## config.mk

```make
export PLATFORM = sky130hd
export DESIGN_NAME = shift_reg_out_flat
export DESIGN_NICKNAME = d
export VERILOG_FILES = /design/src/rtl/shift_reg_out_pkg.sv /design/src/rtl/shift_reg_out_if.sv /design/src/rtl/shift_reg_out_skid.sv /design/src/rtl/shift_reg_out.sv /design/src/flat_wrapper.sv
export SDC_FILE = /design/constraint.sdc
export NUM_CORES = 1
export LEC_CHECK = 0
export ABC_AREA = 1
export BUFFER_PORTS_ARGS = -buffer_cell sky130_fd_sc_hd__buf_2
export CORE_MARGIN = 10
export CORE_UTILIZATION = 56
export DETAILED_ROUTE_END_ITERATION = 10
export GPL_TIMING_DRIVEN = 0
export PLACE_DENSITY = 0.79
export SLEW_MARGIN = 20
export SYNTH_ARGS = -nofsm -noshare
export SYNTH_HDL_FRONTEND = slang
export SYNTH_SLANG_ARGS = --single-unit
```

## constraint.sdc

```tcl
create_clock -name CLK -period 3.6 [get_ports CLK]
set_input_delay 0.54 -clock CLK [delete_from_list [all_inputs] [get_ports CLK]]
set_output_delay 0.54 -clock CLK [all_outputs]
set_load 0.1 [all_outputs]
```

## src/rtl/shift_reg_out_pkg.sv

```systemverilog
// Shared sizing for the spike-word IO path: default widths and the
// beat-count derivation used by both the output serializer and the input deserializer.
package shift_reg_out_pkg;

    localparam int WORD_WIDTH_DEF = 16;
    localparam int IO_WIDTH_DEF   = 8;

    function automatic int nbeats_f(input int word_w, input int io_w);
        return word_w / io_w;
    endfunction

    // A single-beat word still needs a 1-bit counter so the port widths stay legal
    function automatic int cnt_width_f(input int nbeats);
        return (nbeats > 1) ? $clog2(nbeats) : 1;
    endfunction

endpackage

```

## src/rtl/shift_reg_out_if.sv

```systemverilog
// Core-side word handshake plus pin-side beat handshake of the spike serializer.
// slave = serializer view, master = core/pin-driver view.
interface shift_reg_out_if
    import shift_reg_out_pkg::*;
#(
    parameter int IO_WIDTH   = IO_WIDTH_DEF,
    parameter int WORD_WIDTH = WORD_WIDTH_DEF
);
    logic                  IN_VALID_INTERNAL;
    logic [WORD_WIDTH-1:0] IN_SPIKE_INTERNAL;
    logic                  BP_INTERNAL;
    logic                  OUT_VALID;
    logic [IO_WIDTH-1:0]   OUT_SPIKE;
    logic                  BP;
    logic                  BUSY;

    modport master (
        output IN_VALID_INTERNAL, IN_SPIKE_INTERNAL, BP,
        input  BP_INTERNAL, OUT_VALID, OUT_SPIKE, BUSY
    );

    modport slave (
        input  IN_VALID_INTERNAL, IN_SPIKE_INTERNAL, BP,
        output BP_INTERNAL, OUT_VALID, OUT_SPIKE, BUSY
    );
endinterface

```

## src/rtl/shift_reg_out_skid.sv

```systemverilog
// One-entry spike-word skid buffer: parks a word accepted while the shift register
// is still busy. Push and pop never coincide (push requires the entry to be empty).
module shift_reg_out_skid #(
    parameter int WORD_WIDTH = 16
) (
    input  logic                  CLK,
    input  logic                  RST,
    input  logic                  push_i,
    input  logic                  pop_i,
    input  logic [WORD_WIDTH-1:0] data_i,
    output logic                  vld_o,
    output logic [WORD_WIDTH-1:0] data_o
);
    logic                  vld_q, vld_d;
    logic [WORD_WIDTH-1:0] data_q, data_d;

    always_comb begin
        vld_d  = vld_q;
        data_d = data_q;
        if (push_i) begin
            vld_d  = 1'b1;
            data_d = data_i;
        end else if (pop_i) begin
            vld_d  = 1'b0;
        end
    end

    always_ff @(posedge CLK or posedge RST) begin
        if (RST) begin
            vld_q  <= 1'b0;
            data_q <= '0;
        end else begin
            vld_q  <= vld_d;
            data_q <= data_d;
        end
    end

    assign vld_o  = vld_q;
    assign data_o = data_q;
endmodule

```

## src/rtl/shift_reg_out.sv

```systemverilog
// Spike-word serializer: sends each WORD_WIDTH word as NBEATS IO_WIDTH beats, LSB
// slice first, with a one-word skid so back-to-back words leave without bubbles.
module shift_reg_out
    import shift_reg_out_pkg::*;
#(
    parameter int IO_WIDTH   = IO_WIDTH_DEF,
    parameter int WORD_WIDTH = WORD_WIDTH_DEF
) (
    input  logic           CLK,
    input  logic           RST,
    shift_reg_out_if.slave bus
);
    localparam int NBEATS    = nbeats_f(WORD_WIDTH, IO_WIDTH);
    localparam int CNT_WIDTH = cnt_width_f(NBEATS);
    localparam logic [CNT_WIDTH-1:0] LAST_CNT = CNT_WIDTH'(NBEATS - 1);

    logic [WORD_WIDTH-1:0] shift_data_q, shift_data_d;
    logic                  shift_vld_q, shift_vld_d;
    logic [CNT_WIDTH-1:0]  cnt_q, cnt_d;

    logic                  hold_vld;
    logic [WORD_WIDTH-1:0] hold_data;

    logic xfer, last, acc, load_slot, hold_push, hold_pop;

    assign xfer      = shift_vld_q & ~bus.BP;
    assign last      = xfer & (cnt_q == LAST_CNT);
    assign acc       = bus.IN_VALID_INTERNAL & ~hold_vld;
    assign load_slot = ~shift_vld_q | last;
    // A parked word always wins the shift slot; the core only gets it when the skid is empty
    assign hold_pop  = load_slot & hold_vld;
    assign hold_push = acc & ~load_slot;

    always_comb begin
        shift_data_d = shift_data_q;
        shift_vld_d  = shift_vld_q;
        cnt_d        = cnt_q;
        if (load_slot) begin
            if (hold_vld) begin
                shift_data_d = hold_data;
                shift_vld_d  = 1'b1;
                cnt_d        = '0;
            end else if (acc) begin
                shift_data_d = bus.IN_SPIKE_INTERNAL;
                shift_vld_d  = 1'b1;
                cnt_d        = '0;
            end else begin
                shift_vld_d  = 1'b0;
            end
        end else if (xfer) begin
            shift_data_d = shift_data_q >> IO_WIDTH;
            cnt_d        = cnt_q + CNT_WIDTH'(1);
        end
    end

    always_ff @(posedge CLK or posedge RST) begin
        if (RST) begin
            shift_data_q <= '0;
            shift_vld_q  <= 1'b0;
            cnt_q        <= '0;
        end else begin
            shift_data_q <= shift_data_d;
            shift_vld_q  <= shift_vld_d;
            cnt_q        <= cnt_d;
        end
    end

    shift_reg_out_skid #(
        .WORD_WIDTH(WORD_WIDTH)
    ) u_skid (
        .CLK   (CLK),
        .RST   (RST),
        .push_i(hold_push),
        .pop_i (hold_pop),
        .data_i(bus.IN_SPIKE_INTERNAL),
        .vld_o (hold_vld),
        .data_o(hold_data)
    );

    assign bus.OUT_VALID   = shift_vld_q;
    assign bus.OUT_SPIKE   = shift_data_q[IO_WIDTH-1:0];
    assign bus.BP_INTERNAL = hold_vld;
    assign bus.BUSY        = shift_vld_q | hold_vld;
endmodule

```

## src/flat_wrapper.sv

```systemverilog
// flat-port wrapper written by rule: the top's interface ports become plain ports
module shift_reg_out_flat import shift_reg_out_pkg::*;
#(
    parameter int IO_WIDTH   = IO_WIDTH_DEF,
    parameter int WORD_WIDTH = WORD_WIDTH_DEF
)
  (CLK, RST, bus_IN_VALID_INTERNAL, bus_IN_SPIKE_INTERNAL, bus_BP, bus_BP_INTERNAL, bus_OUT_VALID, bus_OUT_SPIKE, bus_BUSY);
  shift_reg_out_if #(.IO_WIDTH(IO_WIDTH), .WORD_WIDTH(WORD_WIDTH)) bus_i ();
  input  logic CLK;
  input  logic RST;
  input wire logic [$bits(bus_i.IN_VALID_INTERNAL)-1:0] bus_IN_VALID_INTERNAL;
  input wire logic [$bits(bus_i.IN_SPIKE_INTERNAL)-1:0] bus_IN_SPIKE_INTERNAL;
  input wire logic [$bits(bus_i.BP)-1:0] bus_BP;
  output wire logic [$bits(bus_i.BP_INTERNAL)-1:0] bus_BP_INTERNAL;
  output wire logic [$bits(bus_i.OUT_VALID)-1:0] bus_OUT_VALID;
  output wire logic [$bits(bus_i.OUT_SPIKE)-1:0] bus_OUT_SPIKE;
  output wire logic [$bits(bus_i.BUSY)-1:0] bus_BUSY;
  assign bus_i.IN_VALID_INTERNAL = bus_IN_VALID_INTERNAL;
  assign bus_i.IN_SPIKE_INTERNAL = bus_IN_SPIKE_INTERNAL;
  assign bus_i.BP = bus_BP;
  assign bus_BP_INTERNAL = bus_i.BP_INTERNAL;
  assign bus_OUT_VALID = bus_i.OUT_VALID;
  assign bus_OUT_SPIKE = bus_i.OUT_SPIKE;
  assign bus_BUSY = bus_i.BUSY;
  shift_reg_out #(.IO_WIDTH(IO_WIDTH), .WORD_WIDTH(WORD_WIDTH)) u_core (.CLK(CLK), .RST(RST), .bus(bus_i));
endmodule
```

* Word level (Yosys, flattened, before mapping)
Index checks and enable logic that the tools add are counted.
Word-level totals: register bits 35, logic and storage cells 33, output and inout bits 11
Operators by class: eq/ne operators 1, add/sub/neg operators 1, bitwise operators 11, reduce and logical (&&, ||, !) cells 3, multiplexer cells 12
Operator list (number):
- two-way mux 16 bit | 4
- two-way mux 1 bit | 8
- bitwise AND 1 bit | 5
- NOT 1 bit | 4
- nonzero test 2 bit | 2
- inequality test 3 x 2 -> 1 bit (second input constant) | 1
- OR 1 bit | 2
- AND reduction 2 bit | 1
- adder 1 bit (second input constant) | 1

* Depth between registers and ports, before layout
Gate-level depths: netlist of the first run.
depth in word-level cells 7, gate-level depth with buffers 10, mapped depth without buffers 7

* Cells and area by module
A second synthesis of the first run with hierarchy kept.
Second synthesis, totals: cells, all modules 268, area total of the unflattened synthesis 1931.9 µm²
By module, submodules not included:
- shift_reg_out | cells each 195, instances 1, area an instance 1252.5 µm², sequential area each 450.4 µm²
- shift_reg_out_skid | cells each 73, instances 1, area an instance 679.4 µm², sequential area each 425.4 µm²

* Worst setup path before layout of the first run
Ideal clock, no wire load.
path type register to output, from reg u_core.u_skid.vld_q, in the netlist u_core.u_skid.vld_o, to out bus_BUSY, slack 0.864 ns, arrival 2.196 ns, path buffers 3, data required time 3.060 ns, stages on the path, launching flop included 6, cells stage by stage dfrtp_1 > buf_2 > inv_2 > buf_6 > buf_2 > nand2_1
On the way: word-level cells in the longest chain between the ends 1
RTL lines:
- start, declared | line shift_reg_out_skid.sv:14 | logic vld_q, vld_d;
- start signal, assigned | line shift_reg_out_skid.sv:33 | vld_q <= vld_d;
- OR 1 bit | line shift_reg_out.sv:83 | assign bus.BUSY = shift_vld_q | hold_vld;
- end, declared | line flat_wrapper.sv:17 | output wire logic [$bits(bus_i.BUSY)-1:0] bus_BUSY;
No other way between the ends.

* Final worst setup path of the first run
Same ends and word-level chain as after synthesis.

==> results.md, run 1 <==
- Clock sink count: 35
- Synth Net Count: between 200 and 300
- # diodes: 0
- Root buffer cell: clkbuf_4
- Initial core utilization: between 60% and 70%
- # IOs: 31
- Synth Cell Area: around 1900 um^2
- Die X-Extent: a little under 80 um
- Reg power frac: between 30% and 40%
- Largest net degree at the start of global routing: 36
- Number of synthesized register bits: 35
- Antenna violations before repair: 0
- # fillers: 295
- Power density cells: just under 1000 nW/um^2
- Footprint of the multi-input gates: approximately 760 um^2
- Num CTS Buffers: 5
- Placer congestion estimate: ~0.85
- Reg2Reg Depth: 6
- Reg-to-Reg End: u_core.u_skid.data_o[1]
- Antenna Nets Post-Route: 0
- Seq/Total Area, Yosys: a little under half
- Fin. Hold Viols: 0
- Worst Setup EP: bus_BUSY
- Number of DRC markers in iteration 0: roughly 160
- Vias per cell: around 5
- Max Cap Viol: 0
- Worst-Skew Late Latency: about 0.35 ns
- Worst slew pin tran: 0.729 ns
- # hold bufs at CTS: 0
- Crit path time final: roughly 2.3 ns
- Critical Path End Type: output pin
- Yosys warns: 0
- Post-CTS setup buffer count: 0
- Setup crit start: u_core.u_skid.vld_o
- Max-slew violations: 0
- Hold WC Path Type: primary input to asynchronous set/reset pin
- Required time worst endpoint: roughly 3 ns
- # setup viols final: 0
- Clock network power share: a little under an eighth
- Wirelength, routed: approximately 4100 um
- Layout cells sized above 1: 22.4%
- Port buffer count: 30
- Post-Syn Instances: around 260
- Crit path top cell by count: buf_2
- Placeable Area: 3130 um^2
- H-tree levels: 2
- Die Ht: 78.0 um
- Register area: ~880 um^2
- Clock Path Buffers: 2
- Clock transition at path regs: ~0.10 ns
- Crit path max fanout: 10
- Design Area, Final: between 2000 and 2500 um^2
- Total grt overflow: 0
- RR Startpoint: u_core.u_skid.vld_o
- DRC: 0
- Nets@finish: between 300 and 400
- Worst path max stage delay: 0.42 ns
- Post-Syn Area per Cell: between 7 and 8 um^2
- Setup TNS: 0 ns
- CTS tree: yes
- Fmax: roughly 430 MHz
- RSZ-0062 raised after global routing: false
- Relative slew slack: approximately 51%
- Leak Pwr: approximately 0.0013 uW
- Area after DPL: around 2100 um^2
- Final period utilization: 64.5%
- Setup slack, reg-to-reg: ~2.1 ns
- Vias in the first global route: about 1600
- Cts repair resizes: 0
- First-pass GRT wire length: between 7000 and 8000 um
- Status: finished, final reports clean
- DR pass1 iterations: 4
- P_sw: 1110 uW
- Sw Ratio: around 52%
- Design Power: 2130 uW
- Critical path's slowest cell: buf_2
- WL/cell: roughly 12 um
- Cells along the critical path: buf_2 > inv_2 > buf_6 > buf_2 > nand2_1 > buf_2
- Worst setup path category: flop to output pin
- Die Area: between 6000 and 7000 um^2
- Final HPWL DP: about 3100 um
- Power share of the combinational group: a little under three fifths
- VDD IR max: 463 uV
- Int Pwr: 1010 uW
- Via count: ~1600
- Cell row count: 20
- Gr usage total: between 10% and 20%
- Worst Path Arrival: roughly 1.8 ns
- Yosys cell types: 14
- Skew final: about 0.0029 ns
- Worst Setup Start Kind: flop
- Syn-to-layout area delta: 14.6%
per-layer routing:
metal  routed length, um  global-route usage (%)  vias up
met4                  56                    5.91        0
met2                1960                    23.5       52
li1                    -                       -      844
met5                   0                       0        -
met1                1790                    16.9      743
met3                 339                    4.15        7
power by group through the flow:
stage / logic (uW) / registers, uW / clock network (uW)
6_report: 1220 / 655 / 248
5_1_grt: 1350 / 674 / 262
4_1_cts: 1230 / 653 / 251
3_5_place_dp: 1230 / 661 / 0
3_3_place_gp: 1200 / 653 / 0
2_1_floorplan: 937 / 716 / 0
worst max-delay path: cells and delay by family, from the launching register on:
kind                   cells  cell delay [ns]
DFF                        1             0.36
and+or+nand+nor            1             0.08
buffers and inverters      5             0.99
Yosys cell counts:
library cell	count	share of area, %
nand2_1	125	25
nand2_4	5	3.0
buf_4	8	3.2
nand4_4	1	1.1
dfrtp_1	35	47
buf_6	3	1.8
nand3_1	24	6.4
clkbuf_1	1	0.20
inv_1	27	5.4
a21oi_1	1	0.27
inv_2	2	0.40
nor2_2	1	0.33
buf_2	8	2.1
o21ai_0	16	4.3
stage by stage:
| stage | hold WS (ns) | setup slack [ns] | utilization (%) | std cells |
|---|---|---|---|---|
| floorplan | 0.453 | 0.864 | - | 257 |
| global placement | 0.466 | 1.67 | 66.7 | 331 |
| detailed placement | 0.474 | 1.65 | 66.7 | 331 |
| CTS | 0.318 | 1.26 | 68.9 | 339 |
| global route | 0.351 | 1.18 | 68.9 | 339 |
| finish | 0.297 | 1.28 | 68.9 | 339 |
sequential cells by signal (all words and copies together), names as in the netlist:
| signal | flops |
|---|---|
| u_core.bus.OUT_VALID | 1 |
| u_core.cnt_q | 1 |
| u_core.shift_data_q | 16 |
| u_core.u_skid.data_o | 16 |
| u_core.u_skid.vld_o | 1 |
how the worst min path moves through the flow:
stage	slack (ns)	to	start
floorplan	0.45	u_core.u_skid.data_o[0]	u_core.u_skid.data_o[0]
global placement	0.47	u_core.u_skid.data_o[15]	u_core.u_skid.data_o[15]
detailed placement	0.47	u_core.u_skid.data_o[10]	u_core.u_skid.data_o[10]
CTS	0.32	u_core.u_skid.data_o[7]	RST
global route	0.35	u_core.u_skid.data_o[7]	RST
finish	0.30	u_core.u_skid.data_o[7]	RST
placed cells by master (no fill, tap or decap):
cell type and n:
clkbuf_4 5, inv_1 26, nand2_4 5, buf_4 8, buf_6 3, nand4_4 1, nor2_2 1, inv_2 3
a21oi_1 1, dfrtp_1 35, nand2_1 125, clkbuf_1 2, nand3_1 24, buf_2 38, o21ai_0 16, clkbuf_8 2
logic make-up after synthesis:
| logic type | count (synthesis) | share of synthesized area (%) |
|---|---|---|
| DFF | 35 | 46.6 |
| and+or+nand+nor | 156 | 35.8 |
| buffers and inverters | 49 | 13.1 |
| AOI/OAI and AO/OA | 17 | 4.52 |
final cells by class:
class	instances	area share, %
well taps	44	2.56
flip-flops and latches	35	40.7
multi-input cells	173	35.2
clock buffers	8	3.19
repair buffers	30	6.97
plain buffers	20	6.39
inverters	29	5.05
Power figures use the tool's default switching activity.
==> run 2, diff against run 1 <==
--- a/config.mk
+++ b/config.mk
@@ -8,10 +8,10 @@
 export ABC_AREA = 1
 export BUFFER_PORTS_ARGS = -buffer_cell sky130_fd_sc_hd__buf_2
 export CORE_MARGIN = 10
-export CORE_UTILIZATION = 56
+export CORE_UTILIZATION = 55
 export DETAILED_ROUTE_END_ITERATION = 10
 export GPL_TIMING_DRIVEN = 0
-export PLACE_DENSITY = 0.79
+export PLACE_DENSITY = 0.78
 export SLEW_MARGIN = 20
 export SYNTH_ARGS = -nofsm -noshare
 export SYNTH_HDL_FRONTEND = slang
==> constraint.sdc (replaced) <==
create_clock -name CLK -period 2.3 [get_ports CLK]
set_input_delay 0.345 -clock CLK [delete_from_list [all_inputs] [get_ports CLK]]
set_output_delay 0.345 -clock CLK [all_outputs]
set_load 0.1 [all_outputs]
==> results.md, run 2 (synthesized netlist as in run 1, its figures left out) <==
- Status: finished, final reports clean (unchanged)
- Cell row count: 21 (was 20)
- Gr usage total: 13.7% (was 14.2%)
- Antenna Nets Post-Route: 0 (unchanged)
- Placeable Area: 3310 um^2 (was 3130 um^2)
- Antenna violations before repair: 0 (unchanged)
- Crit-path leading delay family: buffers and inverters (unchanged)
- Number of DRC markers in iteration 0: 76 (was 155)
- Fin. Hold Viols: 0 (unchanged)
- Num CTS Buffers: 5 (unchanged)
- Post-CTS setup buffer count: 0 (unchanged)
- Most frequent cells in the layout: nand2_1, buf_2, dfrtp_1, inv_1, nand3_1 (unchanged)
- Fin cells: 339 (unchanged)
- Die X-Extent: 78.5 um (was 78.0 um)
- Largest net degree at the start of global routing: 36 (unchanged)
- VDD IR max: 674 uV (was 463 uV)
- Root buffer cell: clkbuf_4 (unchanged)
- DRC: 0 (unchanged)
- Skew final: 0.00455 ns (was 0.00287 ns)
- Final HPWL DP: 2930 um (was 3060 um)
- Setup TNS: 0 ns (unchanged)
- Placed insts: 333 (was 331)
- Port buffer count: 30 (unchanged)
- RR Startpoint: u_core.u_skid.vld_o (unchanged)
- Total grt overflow: 0 (unchanged)
- Critical path's slowest cell: buf_2 (unchanged)
- CTS tree: yes (unchanged)
- Cts repair resizes: 0 (unchanged)
- Reg-to-Reg End: u_core.u_skid.data_o[8] (was u_core.u_skid.data_o[1])
- Max Cap Viol: 0 (unchanged)
- Vias in the first global route: 1569 (was 1621)
- # setup viols final: 0 (unchanged)
- Worst slew pin tran: 0.718 ns (was 0.729 ns)
- Relative slew slack: 52.0% (was 51.3%)
- Worst-Skew Late Latency: 0.34 ns (was 0.35 ns)
- Util after Layout: 64.4% (was 68.9%)
- # hold bufs at CTS: 0 (unchanged)
- Syn-to-layout area delta: 13.4% (was 14.6%)
- Critical Path End Type: output pin (unchanged)
- H-tree levels: 2 (unchanged)
- WL/cell: 11.6 um (was 12.2 um)
- Power density cells: 1510 nW/um^2 (was 986 nW/um^2)
- Leading cell type in the layout, fill and taps excluded: nand2_1 (unchanged)
- Final period utilization: approximately nine tenths
- Required time worst endpoint: 1.96 ns (was 3.06 ns)
- DR pass1 iterations: 4 (unchanged)
- Reg2Reg Depth: 6 (unchanged)
- # diodes: 0 (unchanged)
- Layout cells sized above 1: 22.2% (was 22.4%)
- # fillers: 339 (was 295)
- Worst path max stage delay: 0.41 ns (was 0.42 ns)
- Clock Path Buffers: 2 (unchanged)
- Cells along the critical path: buf_2 > inv_2 > buf_6 > buf_2 > nand2_2 > buf_2 (was buf_2 > inv_2 > buf_6 > buf_2 > nand2_1 > buf_2)
- # IOs: 31 (unchanged)
- Nets@finish: 314 (unchanged)
- Worst setup path category: flop to output pin (unchanged)
- Leak Pwr: 0.00133 uW (was 0.00134 uW)
- Wirelength, routed: 3920 um (was 4140 um)
- Worst Setup Start Kind: flop (unchanged)
- Crit path max fanout: 10 (unchanged)
- Clock sink count: 35 (unchanged)
- Via count: 1583 (was 1646)
- Design Power: 3210 uW (was 2130 uW)
- Placer congestion estimate: 0.818 (was 0.848)
- RSZ-0062 raised after global routing: false (unchanged)
- Worst Path Arrival: 1.74 ns (was 1.78 ns)
- Crit path time final: between 2 and 2.5 ns
- Die Area: 6160 um^2 (was 6080 um^2)
- Setup slack, reg-to-reg: 0.87 ns (was 2.08 ns)
- First-pass GRT wire length: 6820 um (was 7180 um)
- Initial core utilization: 56.8% (was 60.1%)
- Clock transition at path regs: 0.10 ns (about the same)
- Hold WC Path Type: primary input to asynchronous set/reset pin (unchanged)
- Fmax: between 400 and 500 MHz
- WP buf/inv: 5 (unchanged)
- Design Area, Final: 2130 um^2 (was 2150 um^2)
- Vias per cell: 4.67 (was 4.86)
- Max-slew violations: 0 (unchanged)
- Die Ht: 78.5 um (was 78.0 um)
- Crit path top cell by count: buf_2 (unchanged)
- Area after DPL: 2090 um^2 (about the same)
run 2: changes by cell type in the layout (fill, tap and decap cells not counted), sizes merged:
cell    previous run  this run
clkbuf             9         7
run 2: final cells by class:
type / instances / area [um^2] / area share [%]
Tap cell: 46 / 57.6 / 2.70
Multi-Input combinational cell: 173 / 761 / 35.7
Buffer: 20 / 138 / 6.46
Timing Repair Buffer: 30 / 150 / 7.04
Sequential cell: 35 / 876 / 41.1
Inverter: 29 / 109 / 5.11
Clock buffer: 6 / 41.3 / 1.94
run 2: worst max path at each step:
stage	startpoint	end	slack (ns)	depth (start not counted)
2_1_floorplan	u_core.u_skid.vld_o	bus_BUSY	0.02	5
3_5_place_dp	u_core.u_skid.vld_o	bus_BUSY	0.59	6
4_1_cts	u_core.u_skid.vld_o	bus_BUSY	0.20	6
3_3_place_gp	u_core.u_skid.vld_o	bus_BUSY	0.59	6
5_1_grt	u_core.u_skid.vld_o	bus_BUSY	0.12	6
6_report	u_core.u_skid.vld_o	bus_BUSY	0.22	6
run 2: power by group:
group	total, uW	switching [uW]	internal, uW
clock network	297	188	109
logic	1900	1360	531
registers	1020	147	874
total	3210	1700	1510
run 2: metal layers:
metal / wire length (um) / track usage [%] / vias up
li1: - / - / 847
met1: 1750 / 15.9 / 698
met2: 1840 / 21.7 / 30
met3: 226 / 4.78 / 8
met4: 95 / 7.35 / 0
met5: 0 / 0 / -
run 2: metrics by stage:
step	hold slack, ns	setup slack, ns
floorplan	0.453	0.0188
global placement	0.466	0.588
detailed placement	0.474	0.588
CTS	0.124	0.200
global route	0.148	0.117
finish	0.116	0.219
==> run 3, diff against run 2 <==
--- a/config.mk
+++ b/config.mk
@@ -5,10 +5,10 @@
 export SDC_FILE = /design/constraint.sdc
 export NUM_CORES = 1
 export LEC_CHECK = 0
-export ABC_AREA = 1
+export ABC_AREA = 0
 export BUFFER_PORTS_ARGS = -buffer_cell sky130_fd_sc_hd__buf_2
 export CORE_MARGIN = 10
-export CORE_UTILIZATION = 55
+export CORE_UTILIZATION = 54
 export DETAILED_ROUTE_END_ITERATION = 10
 export GPL_TIMING_DRIVEN = 0
 export PLACE_DENSITY = 0.78
==> results.md, run 3 <==
- Design Power: 3010 uW (was 3210 uW)
- Nets@finish: 201 (was 314)
- Syn-to-layout area delta: 15.1% (was 13.4%)
- Synth Net Count: 164 (was 277)
- Die Ht: 76.2 um (was 78.5 um)
- Post-CTS setup buffer count: 0 (unchanged)
- Required time worst endpoint: 1.96 ns (about the same)
- Gr usage total: 11.8% (was 13.7%)
- Max-slew violations: 0 (unchanged)
- Root buffer cell: clkbuf_4 (unchanged)
- Initial core utilization: 56.2% (was 56.8%)
- Fmax: 469 MHz (was 481 MHz)
- Crit path max fanout: 10 (unchanged)
- Clock sink count: 35 (unchanged)
- # hold bufs at CTS: 0 (unchanged)
- Antenna Nets Post-Route: 0 (unchanged)
- # setup viols final: 0 (unchanged)
- Post-Syn Instances: 144 (was 257)
- VDD IR max: 654 uV (was 674 uV)
- Port buffer count: 30 (unchanged)
- Leak Pwr: 0.000951 uW (was 0.00133 uW)
- Die Area: 5800 um^2 (was 6160 um^2)
- Post-synth top cells: dfrtp_1, nand2_1, o31ai_1 (was nand2_1, dfrtp_1, inv_1)
- Cells along the critical path: buf_4 > buf_4 > or2_2 > buf_2 (was buf_2 > inv_2 > buf_6 > buf_2 > nand2_2 > buf_2)
- Synth Cell Area: 1700 um^2 (was 1880 um^2)
- Post-synth ARST share: 100% (unchanged)
- Ranking of synthesized cells by area: dfrtp_1, mux2_4, o31ai_1, mux2i_1, buf_4 (was dfrtp_1, nand2_1, nand3_1, inv_1, o21ai_0)
- # fillers: 264 (was 339)
- Worst Setup Start Kind: flop (unchanged)
- First-pass GRT wire length: 5640 um (was 6820 um)
- Footprint of the multi-input gates: 707 um^2 (was 761 um^2)
- Leading cell type in the layout, fill and taps excluded: dfrtp_1 (was nand2_1)
- Relative slew slack: 51.8% (was 52.0%)
- DRC: 0 (unchanged)
- Synth top area share: 51.4% (was 46.6%)
- CTS tree: yes (unchanged)
- Largest net degree at the start of global routing: 36 (unchanged)
- # diodes: 0 (unchanged)
- Num CTS Buffers: 5 (unchanged)
- Wirelength, routed: 3400 um (was 3920 um)
- Cts repair resizes: 0 (unchanged)
- RSZ-0062 raised after global routing: false (unchanged)
- DR pass1 iterations: 4 (unchanged)
- Register area: 877 um^2 (was 876 um^2)
- WL/cell: 15.1 um (was 11.6 um)
- Worst-Skew Late Latency: 0.34 ns (about the same)
- Hold slack: 0.114 ns (was 0.116 ns)
- Total grt overflow: 0 (unchanged)
- Yosys warns: 0 (unchanged)
- Yosys cell types: 22 (was 14)
- Clock transition at path regs: 0.10 ns (about the same)
- Placeable Area: 3030 um^2 (was 3310 um^2)
- Most instantiated library cell after synthesis: dfrtp_1 (was nand2_1)
- Cell row count: 20 (was 21)
- Skew final: 0.00470 ns (was 0.00455 ns)
- Top FF cell, synth: dfrtp_1 (unchanged)
- Critical Path End Type: output pin (unchanged)
- Crit path time final: 2.13 ns (was 2.08 ns)
- Die X-Extent: 76.2 um (was 78.5 um)
- Critical path's slowest cell: dfrtp_2 (was buf_2)
- Worst Path Arrival: 1.79 ns (was 1.74 ns)
- H-tree levels: 2 (unchanged)
- Setup TNS: 0 ns (unchanged)
- Status: finished, final reports clean (unchanged)
- Final HPWL DP: 2520 um (was 2930 um)
- Crit path top cell by count: buf_4 (was buf_2)
- Layout cells sized above 1: 39.6% (was 22.2%)
- Final period utilization: 92.7% (was 90.5%)
- Util after Layout: 64.7% (was 64.4%)
- Number of DRC markers in iteration 0: 68 (was 76)
- Max Cap Viol: 0 (unchanged)
- Fin. Hold Viols: 0 (unchanged)
- Number of synthesized register bits: 35 (unchanged)
- Clock Path Buffers: 2 (unchanged)
- Area leader, netlist: dfrtp_1 (unchanged)
- Via count: 1220 (was 1583)
- Seq/Total Area, Yosys: 51.4% (was 46.6%)
- Worst setup path category: flop to output pin (unchanged)
- Power density cells: 1530 nW/um^2 (was 1510 nW/um^2)
- Worst path max stage delay: 0.49 ns (was 0.41 ns)
- Worst slew pin tran: 0.723 ns (was 0.718 ns)
- Post-synth EDFFs: 0 (unchanged)
- Most frequent cells in the layout: dfrtp_1, buf_2, nand2_1, o31ai_1 (was nand2_1, buf_2, dfrtp_1, inv_1, nand3_1)
- Placer congestion estimate: 0.780 (was 0.818)
- # IOs: 31 (unchanged)
- Vias in the first global route: 1241 (was 1569)
- Hold WC Path Type: primary input to asynchronous set/reset pin (unchanged)
- Vias per cell: 5.40 (was 4.67)
- Antenna violations before repair: 0 (unchanged)
- Post-Syn Area per Cell: 11.8 um^2 (was 7.32 um^2)
[run 3: cells by family after synthesis]
logic type | after synthesis | share of synthesized area (%)
mux | 24 | 17.5
simple gates | 42 | 12.3
buf+inv | 17 | 7.05
compound gates | 26 | 11.7
flops | 35 | 51.4
[run 3: per-stage QoR]
stage	setup WS, ns	cells	instance area (um^2)
3_3_place_gp	0.545	218	1910
2_1_floorplan	0.260	144	1700
3_5_place_dp	0.541	218	1910
6_report	0.168	226	1960
4_1_cts	0.148	226	1960
5_1_grt	0.0632	226	1960
[run 3: final cells by class]
cell class / instances / share of cell area, %
tap: 44 / 2.81
sequential: 35 / 44.8
buffer: 16 / 5.94
inverter: 1 / 0.192
timing repair buffer: 30 / 7.66
clock inverter: 1 / 0.255
multi-input combinational: 92 / 36.1
clock buffer: 7 / 2.30
[run 3: worst paths after layout]
check | from | endpoint | slack [ns] | cells after the start
hold / removal | RST | u_core.shift_data_q[0] | 0.11 | 2
max in group asynchronous | RST | u_core.u_skid.vld_o | 1.68 | 2
min in group CLK | bus_IN_SPIKE_INTERNAL[0] | u_core.u_skid.data_o[0] | 0.25 | 2
hold reg to reg | u_core.shift_data_q[5] | u_core.shift_data_q[5] | 0.49 | 2
setup / recovery | u_core.u_skid.vld_o | bus_BUSY | 0.17 | 4
setup reg to reg | u_core.u_skid.vld_o | u_core.shift_data_q[1] | 0.65 | 5
[run 3: report_power, final]
group | leakage, uW | internal, uW | switching, uW | total [uW]
registers | 0.000427 | 908 | 188 | 1100
logic | 0.000495 | 581 | 1010 | 1590
clock network | 0.0000293 | 119 | 198 | 317
[run 3: metal layers]
metal / global-route usage [%] / vias up / wire [um]
met5: 0 / - / 0
li1: - / 572 / -
met2: 20.2 / 32 / 1650
met3: 5.31 / 6 / 229
met1: 12.7 / 610 / 1480
met4: 3.35 / 0 / 37
[run 3: critical path, delay by kind of cell, from the launching register on]
kind          cells  cell delay, ns
simple gates      1            0.28
buf+inv           3            0.68
flops             1            0.49
